==> src/rtl/regfile_mp.sv <==
// regfile_mp: parametrised multi-port register file.
//   NR registered read ports (latency 1) and NW write ports. When several
//   write ports target the same address, the highest port index wins.
//   Optional same-cycle write-to-read bypass (BYPASS) and optional
//   hard-wired zero entry 0 (ZERO_REG). A clear engine zeroes one entry per
//   cycle for N cycles while busy is high. Reads, writes and clear requests
//   are ignored while busy is high.
// Ports:
//   clk, rst          clock, asynchronous active-high reset
//   R_addr/R_en       per-read-port address slices and enables
//   R_data/R_valid    registered read data (held when idle) and strobe
//   W_addr/W_en/W_data per-write-port address, enable and data slices
//   clear             single-cycle request to zero all entries
//   busy              high while the clear engine is running
module regfile_mp #(
  parameter int WIDTH    = 32,
  parameter int N        = 32,
  parameter int NR       = 2,
  parameter int NW       = 2,
  parameter int BYPASS   = 1,
  parameter int ZERO_REG = 0,
  localparam int ADDR_W  = (N > 1) ? $clog2(N) : 1
) (
  input  logic                 clk,
  input  logic                 rst,
  input  logic [NR*ADDR_W-1:0] R_addr,
  input  logic [NR-1:0]        R_en,
  output logic [NR*WIDTH-1:0]  R_data,
  output logic [NR-1:0]        R_valid,
  input  logic [NW*ADDR_W-1:0] W_addr,
  input  logic [NW-1:0]        W_en,
  input  logic [NW*WIDTH-1:0]  W_data,
  input  logic                 clear,
  output logic                 busy
);

  // Address space is rounded up to a power of two; entries at or above N
  // are tied to zero so any address can index the array safely.
  localparam int DEPTH = 1 << ADDR_W;
  localparam logic [ADDR_W:0]   N_EXT = (ADDR_W + 1)'(N);
  localparam logic [ADDR_W-1:0] LAST  = ADDR_W'(N - 1);

  typedef enum logic {IDLE, CLEAR} state_t;

  state_t            state_reg, state_next;
  logic [ADDR_W-1:0] ptr_reg, ptr_next;
  logic              idle;
  logic [WIDTH-1:0]  mem [DEPTH];

  assign idle = (state_reg == IDLE);
  assign busy = (state_reg == CLEAR);

  // Clear engine
  always_ff @(posedge clk or posedge rst) begin
    if (rst) begin
      state_reg <= IDLE;
      ptr_reg   <= '0;
    end else begin
      state_reg <= state_next;
      ptr_reg   <= ptr_next;
    end
  end

  always_comb begin
    state_next = state_reg;
    ptr_next   = ptr_reg;
    case (state_reg)
      IDLE: begin
        if (clear) begin
          state_next = CLEAR;
          ptr_next   = '0;
        end
      end
      CLEAR: begin
        // ptr stops at N-1; it is re-zeroed on the next clear request.
        if (ptr_reg == LAST) begin
          state_next = IDLE;
        end else begin
          ptr_next = ptr_reg + ADDR_W'(1);
        end
      end
      default: begin
        state_next = IDLE;
        ptr_next   = '0;
      end
    endcase
  end

  // Storage: one register per live entry
  genvar gi;
  generate
    for (gi = 0; gi < DEPTH; gi++) begin : g_entry
      if (gi >= N || (ZERO_REG != 0 && gi == 0)) begin : g_zero
        assign mem[gi] = '0;
      end else begin : g_live
        localparam logic [ADDR_W-1:0] IDX = ADDR_W'(gi);
        logic [WIDTH-1:0] q_reg;
        logic             wen;
        logic [WIDTH-1:0] wdata;

        // Ascending scan: a later (higher-index) port overrides earlier ones.
        always_comb begin
          wen   = 1'b0;
          wdata = q_reg;
          for (int j = 0; j < NW; j++) begin
            if (idle && W_en[j] && W_addr[j*ADDR_W +: ADDR_W] == IDX) begin
              wen   = 1'b1;
              wdata = W_data[j*WIDTH +: WIDTH];
            end
          end
        end

        always_ff @(posedge clk or posedge rst) begin
          if (rst) begin
            q_reg <= '0;
          end else if (busy && ptr_reg == IDX) begin
            q_reg <= '0;
          end else if (wen) begin
            q_reg <= wdata;
          end
        end

        assign mem[gi] = q_reg;
      end
    end
  endgenerate

  // Read ports
  generate
    for (gi = 0; gi < NR; gi++) begin : g_rd
      logic [ADDR_W-1:0] ra;
      logic [WIDTH-1:0]  rd_val;
      logic [WIDTH-1:0]  data_reg;
      logic              valid_reg;

      assign ra = R_addr[gi*ADDR_W +: ADDR_W];

      always_comb begin
        rd_val = '0;
        if ({1'b0, ra} < N_EXT && !(ZERO_REG != 0 && ra == '0)) begin
          rd_val = mem[ra];
          // Forward the winning same-cycle write. Writes only land in IDLE,
          // which is also the only state in which reads are accepted.
          if (BYPASS != 0) begin
            for (int j = 0; j < NW; j++) begin
              if (W_en[j] && W_addr[j*ADDR_W +: ADDR_W] == ra) begin
                rd_val = W_data[j*WIDTH +: WIDTH];
              end
            end
          end
        end
      end

      always_ff @(posedge clk or posedge rst) begin
        if (rst) begin
          data_reg  <= '0;
          valid_reg <= 1'b0;
        end else begin
          valid_reg <= R_en[gi] && idle;
          if (R_en[gi] && idle) begin
            data_reg <= rd_val;
          end
        end
      end

      assign R_data[gi*WIDTH +: WIDTH] = data_reg;
      assign R_valid[gi]               = valid_reg;
    end
  endgenerate

endmodule

==> config.mk <==
export PLATFORM = sky130hd
export DESIGN_NAME = regfile_mp
export DESIGN_NICKNAME = d
export VERILOG_FILES = /design/src/rtl/regfile_mp.sv
export SDC_FILE = /design/constraint.sdc
export NUM_CORES = 2
export LEC_CHECK = 0
export BUFFER_PORTS_ARGS = -buffer_cell sky130_fd_sc_hd__buf_2
export CORE_MARGIN = 2
export CORE_UTILIZATION = 25
export DETAILED_ROUTE_END_ITERATION = 10
export PLACE_DENSITY_LB_ADDON = 0.08
export REMOVE_ABC_BUFFERS = 1
export SETUP_SLACK_MARGIN = 0.3
export SYNTH_ARGS = -nofsm -noshare
export SYNTH_HDL_FRONTEND = slang
export SYNTH_SLANG_ARGS = --single-unit
==> constraint.sdc <==
create_clock -name clk -period 36.1 [get_ports clk]
set_input_delay 1.805 -clock clk [delete_from_list [all_inputs] [get_ports clk]]
set_output_delay 1.805 -clock clk [all_outputs]
set_load 0.05 [all_outputs]
After elaboration in Yosys (flattened, before gate mapping)
Cells that the tools add are included.
{"block": "word_totals", "elab_cells": 555, "latchBits": 0, "mem_count": 0, "regBits": 1096, "mem_bits_rw": 0, "rom_bits": 0, "in_bits": 91}
{"block": "classes", "shifts": 0, "n_reduce_logical": 204, "n_lt_le_gt_ge": 2, "div": 0, "n_addsub": 1, "bitwise_logic": 3, "n_eq_ne": 99, "muxes": 208, "mul": 0}
{"op": "32-bit two-way mux", "count": 136}
{"op": "32-bit binary-select mux with 5-bit select", "count": 2}
{"op": "5-bit equality test, second input constant", "count": 48}
{"op": "5-bit by 4-bit equality test with 1-bit output, second input constant", "count": 24}
{"op": "1-bit logical AND", "count": 104}
{"op": "3-bit nonzero test", "count": 32}
{"op": "1-bit two-way mux", "count": 66}
{"op": "2-bit AND reduction", "count": 33}
{"op": "2-bit nonzero test", "count": 32}
{"op": "5-bit by 3-bit equality test with 1-bit output, second input constant", "count": 12}
{"op": "5-bit by 2-bit equality test with 1-bit output, second input constant", "count": 6}
{"op": "5-bit equality test", "count": 4}
{"op": "5-bit by 1-bit equality test with 1-bit output, second input constant", "count": 3}
{"op": "5-bit zero test", "count": 3}
{"op": "6-bit >= comparator, second input constant", "count": 2}
{"op": "5-bit NOT with 6-bit output", "count": 2}
{"op": "5-bit two-way mux", "count": 2}
{"op": "5-bit case mux with 2 select lines", "count": 1}
{"op": "5-bit by 1-bit adder with 5-bit output, second input constant", "count": 1}
{"op": "2-bit inequality test, second input constant", "count": 2}
{"op": "1-bit case mux with 2 select lines", "count": 1}
{"op": "1-bit NOT", "count": 1}

Logic depth before layout (Yosys ltp)
{"block": "depth", "word_depth": 7, "depth_mapped": 9, "ltp_nobuf": 8}

Worst setup path before layout
OpenSTA, ideal clock, no wires.
{"block": "synth_path", "kind": "input-to-reg", "startpoint": "input port R_addr[5]", "endpoint": "register g_rd[1].data_reg[11]", "setup_ns": 0.127, "stages": 7, "slack_ns": 32.602, "path_buffers": 3, "arrival_ns": 3.370, "cell_sequence": "buf_2 -> buf_2 -> buf_2 -> mux4_2 -> mux2_2 -> a21oi_1 -> o22ai_1"}
{"block": "synth_between", "elab_chain_len": 6, "elab_cells_between_ends": 10, "classes_between": "2 x eq/ne; 5 x mux; 1 x bitwise; 2 x reduce/logical"}
{"item": "from (decl)", "line": "26", "source": "input logic [NR*ADDR_W-1:0] R_addr,"}
{"item": "5-bit NOT with 6-bit output (not written as such)", "line": "141", "source": "rd_val = mem[ra];"}
{"item": "32-bit binary-select mux with 5-bit select", "line": "141"}
{"item": "32-bit two-way mux (not written as such) (2 in a row)", "line": "141"}
{"item": "32-bit two-way mux", "line": "146", "source": "if (W_en[j] && W_addr[j*ADDR_W +: ADDR_W] == ra) begin"}
{"item": "32-bit two-way mux *", "line": "146"}
{"item": "to (signal assigned)", "line": "161", "source": "data_reg <= rd_val;"}
{"item": "to (decl)", "line": "133", "source": "logic [WIDTH-1:0] data_reg;"}
Every way passes the cells marked *; elsewhere a longest branch is shown, timed or not. The select of a mux whose other input is x is not followed.
A chain may end at the register's enable or synchronous reset.

Worst setup path in the final report
{"block": "layout_path", "startpoint": "input port R_addr[6]", "endpoint": "register g_rd[1].data_reg[2]"}
The elaborated chain is that of the path after synthesis.

==> flow_summary_export.csv <==
group,metric,value,unit
pwr,switching_share,0.380,
clocking,clock_latency,0.84,ns
timing,worstMarginPinSlew,1.39,ns
setup_path,crit_fanout,60,
job,drv_cap,0,
pwr,pwr-share-seq,0.388,
final_layout,fin_nets,6892,
global_route,grt_pass1_vias,61500,
logic_synthesis,ys_seq_elements,1096,
die,core_area,279000,µm²
logic_synthesis,syn_inst,7158,
pwr,power.share.clock,0.318,
logic_synthesis,synth_top_cell_by_area,"dfrtp_1",
placed_design,dpl.hpwl,240000,µm
clocking,htree_levels,4,
route,vias,63400,
route,dr.pass1.iters,6,
route,avgRoutedWirePerCell,39.5,µm
placed_design,portBuffers,157,
final_layout,synthToLayoutAreaGrowth,13.1,%
pwr,p_comb_frac,0.294,
pwr,ir_drop,38.1,µV
global_route,grt_max_degree,143,
timing,setup_viol,0,
setup_path,cp-end-kind,"flip-flop",
setup_path,crit_chain,"buf_8, buf_4, buf_4, buf_4, buf_4, mux4_2, mux2i_1, o21ai_0, a21oi_1, o22ai_1",
clocking,post-cts-setup-buffers,0,
setup_path,crit_type,"in2reg",
setup_path,crit_required,36.81,ns
timing,rsz0062_at_grt,"false",
clocking,numCtsBuffers,150,
setup_path,cp_slowest_cell,"buf_4",
clocking,cts.sinks,1096,
final_layout,drive_above_1_share,0.188,
global_route,antenna_found_initial,13,
die,dieArea,284000,µm²
logic_synthesis,yosysTopAreaCellShare,0.393,
timing,skew,0.0288,ns
final_layout,largest_register_ffs,1024,
die,die_height,533,µm
route,wl,420000,µm
clocking,hold_buffers,0,
route,drtAntennaViolNets,0,
global_route,grt_overflow,0,
pwr,p_leak,32.6,nW
die,rows,194,
timing,hold_viol,0,
timing,setup_tns,0,ns
pwr,power.density,61.2,nW/µm²
worst_hold_path,min_path_type,"reg2reg",
setup_path,startpoint_type,"input port",
logic_synthesis,synthTopCellsByArea,"dfrtp_1 39%, mux4_2 17%, mux2i_1 8.1%, nor2_1 6.3%, a211oi_1 5.5%",
logic_synthesis,synth_flop_cell,"dfrtp_1",
pwr,internal_power,3.00,mW
clocking,cts_tree,"built",
setup_path,max_stage_delay,0.96,ns
logic_synthesis,synthDistinctLibCells,56,
logic_synthesis,ys_top_cells_by_count,"1178 x nor2_1, 1096 x dfrtp_1, 636 x clkbuf_1",
logic_synthesis,syn_avg_cell_area,9.76,µm²
logic_synthesis,ys_warn_count,0,
die,start_util,0.251,
placed_design,gp_congestion,0.844,
setup_path,arrival,6.47,ns
clocking,cts.path.max_buffers,3,
global_route,grt.total_usage,0.289,
setup_path,cpMostUsedCell,"buf_4",
setup_path,crit_family,"buffers and inverters",
outcome,status,"complete, no violations",
route,avgViaCountPerCell,5.95,
clocking,path_clk_slew,0.06,ns
clocking,cts_root_buf,"clkbuf_16",
logic_synthesis,yosysMostFrequentCell,"nor2_1",
die,io_pins,158,
pwr,p_switching,1.84,mW
logic_synthesis,async_flop_share,1.00,
die,die_w,533,µm
route,drc,0,
logic_synthesis,synth_edf_count,0,
global_route,grt_pass1_wl,568000,µm
timing,fmax,174,MHz
final_layout,utilization,0.284,
logic_synthesis,yosysSeqAreaShare,0.393,
logic_synthesis,syn-cell-area,69900,µm²
timing,finalMaxSlewViolations,0,
timing,max_slew_margin,0.0677,
clocking,cts_resized,0,
setup_path,path_buf_inv,5,
timing,min_period,5.76,ns
route,drt_iter0_markers,7636,
timing,fin_crit_sh,0.160,
==> placed cells by master, fill, tap and decap left out, types with 112 or more instances in the layout <==
cell type     n
nand3_1     542
a211oi_1    508
dfrtp_1    1096
nor2_1     1143
nand2_1     567
mux4_2      512
o22ai_1     112
buf_4       230
a31oi_1     489
mux2i_1     563
clkbuf_16   151
buf_2       150
==> metal layers <==
layer  wire [µm]  up-vias  GRT usage
met4       23700        8      0.142
met1      172000    33400      0.372
met3       28900      883     0.0538
li1            -    25900          -
met5          45        -          0
met2      195000     3176      0.465
==> worst paths after layout <==
check	from	to	slack [ns]	cells past startpoint
min in group asynchronous	rst	g_entry[3].g_live.q_reg[8]	1.07	2
min reg2reg	g_rd[0].data_reg[9]	g_rd[0].data_reg[9]	0.50	2
max in group asynchronous	rst	g_entry[25].g_live.q_reg[6]	31.26	6
min	g_rd[0].data_reg[9]	g_rd[0].data_reg[9]	0.50	2
max	R_addr[6]	g_rd[1].data_reg[2]	30.34	10
max reg2reg	busy	g_entry[15].g_live.q_reg[28]	32.31	7
==> final cells by class <==
type,count,area (µm²)
Clock inverter,35,345
Sequential cell,1096,27400
Fill cell,29000,200000
Clock buffer,233,4510
Tap cell,3724,4660
Timing Repair Buffer,394,2720
Multi-Input combinational cell,5113,39200
Inverter,40,158
Antenna cell,10,25.0
==> cells by family (layout without fill, tap and decap cells) <==
family / count (synthesis) / after routing / share of synthesized area
AND/OR/NAND/NOR: 2508 / 2508 / 0.152
AO/OA/AOI/OAI: 1482 / 1482 / 0.147
flip-flops: 1096 / 1096 / 0.393
multiplexers: 1095 / 1095 / 0.249
buffers and inverters: 949 / 702 / 0.0562
XOR/XNOR: 22 / 22 / 0.00276
adder cells (fa/ha/maj): 6 / 6 / 0.00107
other: 0 / 10 / 0
==> tightest hold or removal path, cell delays in order, from the launching register on <==
cell	delay [ns]
dfrtp_1	0.34
nand2_1	0.05
o211ai_1	0.07
==> metrics by stage <==
step	instance area, µm²	cells	worst slack [ns]	hold slack (ns)	power, mW
2_1_floorplan	66100	6249	3.44	0.468	2.62
3_3_place_gp	74100	10400	29.45	0.482	3.28
3_5_place_dp	74100	10400	29.45	0.488	3.30
4_1_cts	79000	10600	30.35	0.504	4.85
5_1_grt	79000	10600	30.15	0.512	5.02
6_report	79000	10600	30.34	0.499	4.84
==> power by group through the flow <==
stage	clock (mW)	combinational (mW)	sequential (mW)
after CTS	1.56	1.41	1.87
final	1.54	1.42	1.88
after global routing	1.60	1.50	1.91
after global placement	0	1.39	1.89
after detailed placement	0	1.41	1.89
after floorplan	0	0.752	1.87
No activity file was read; power rests on OpenSTA's default activity.
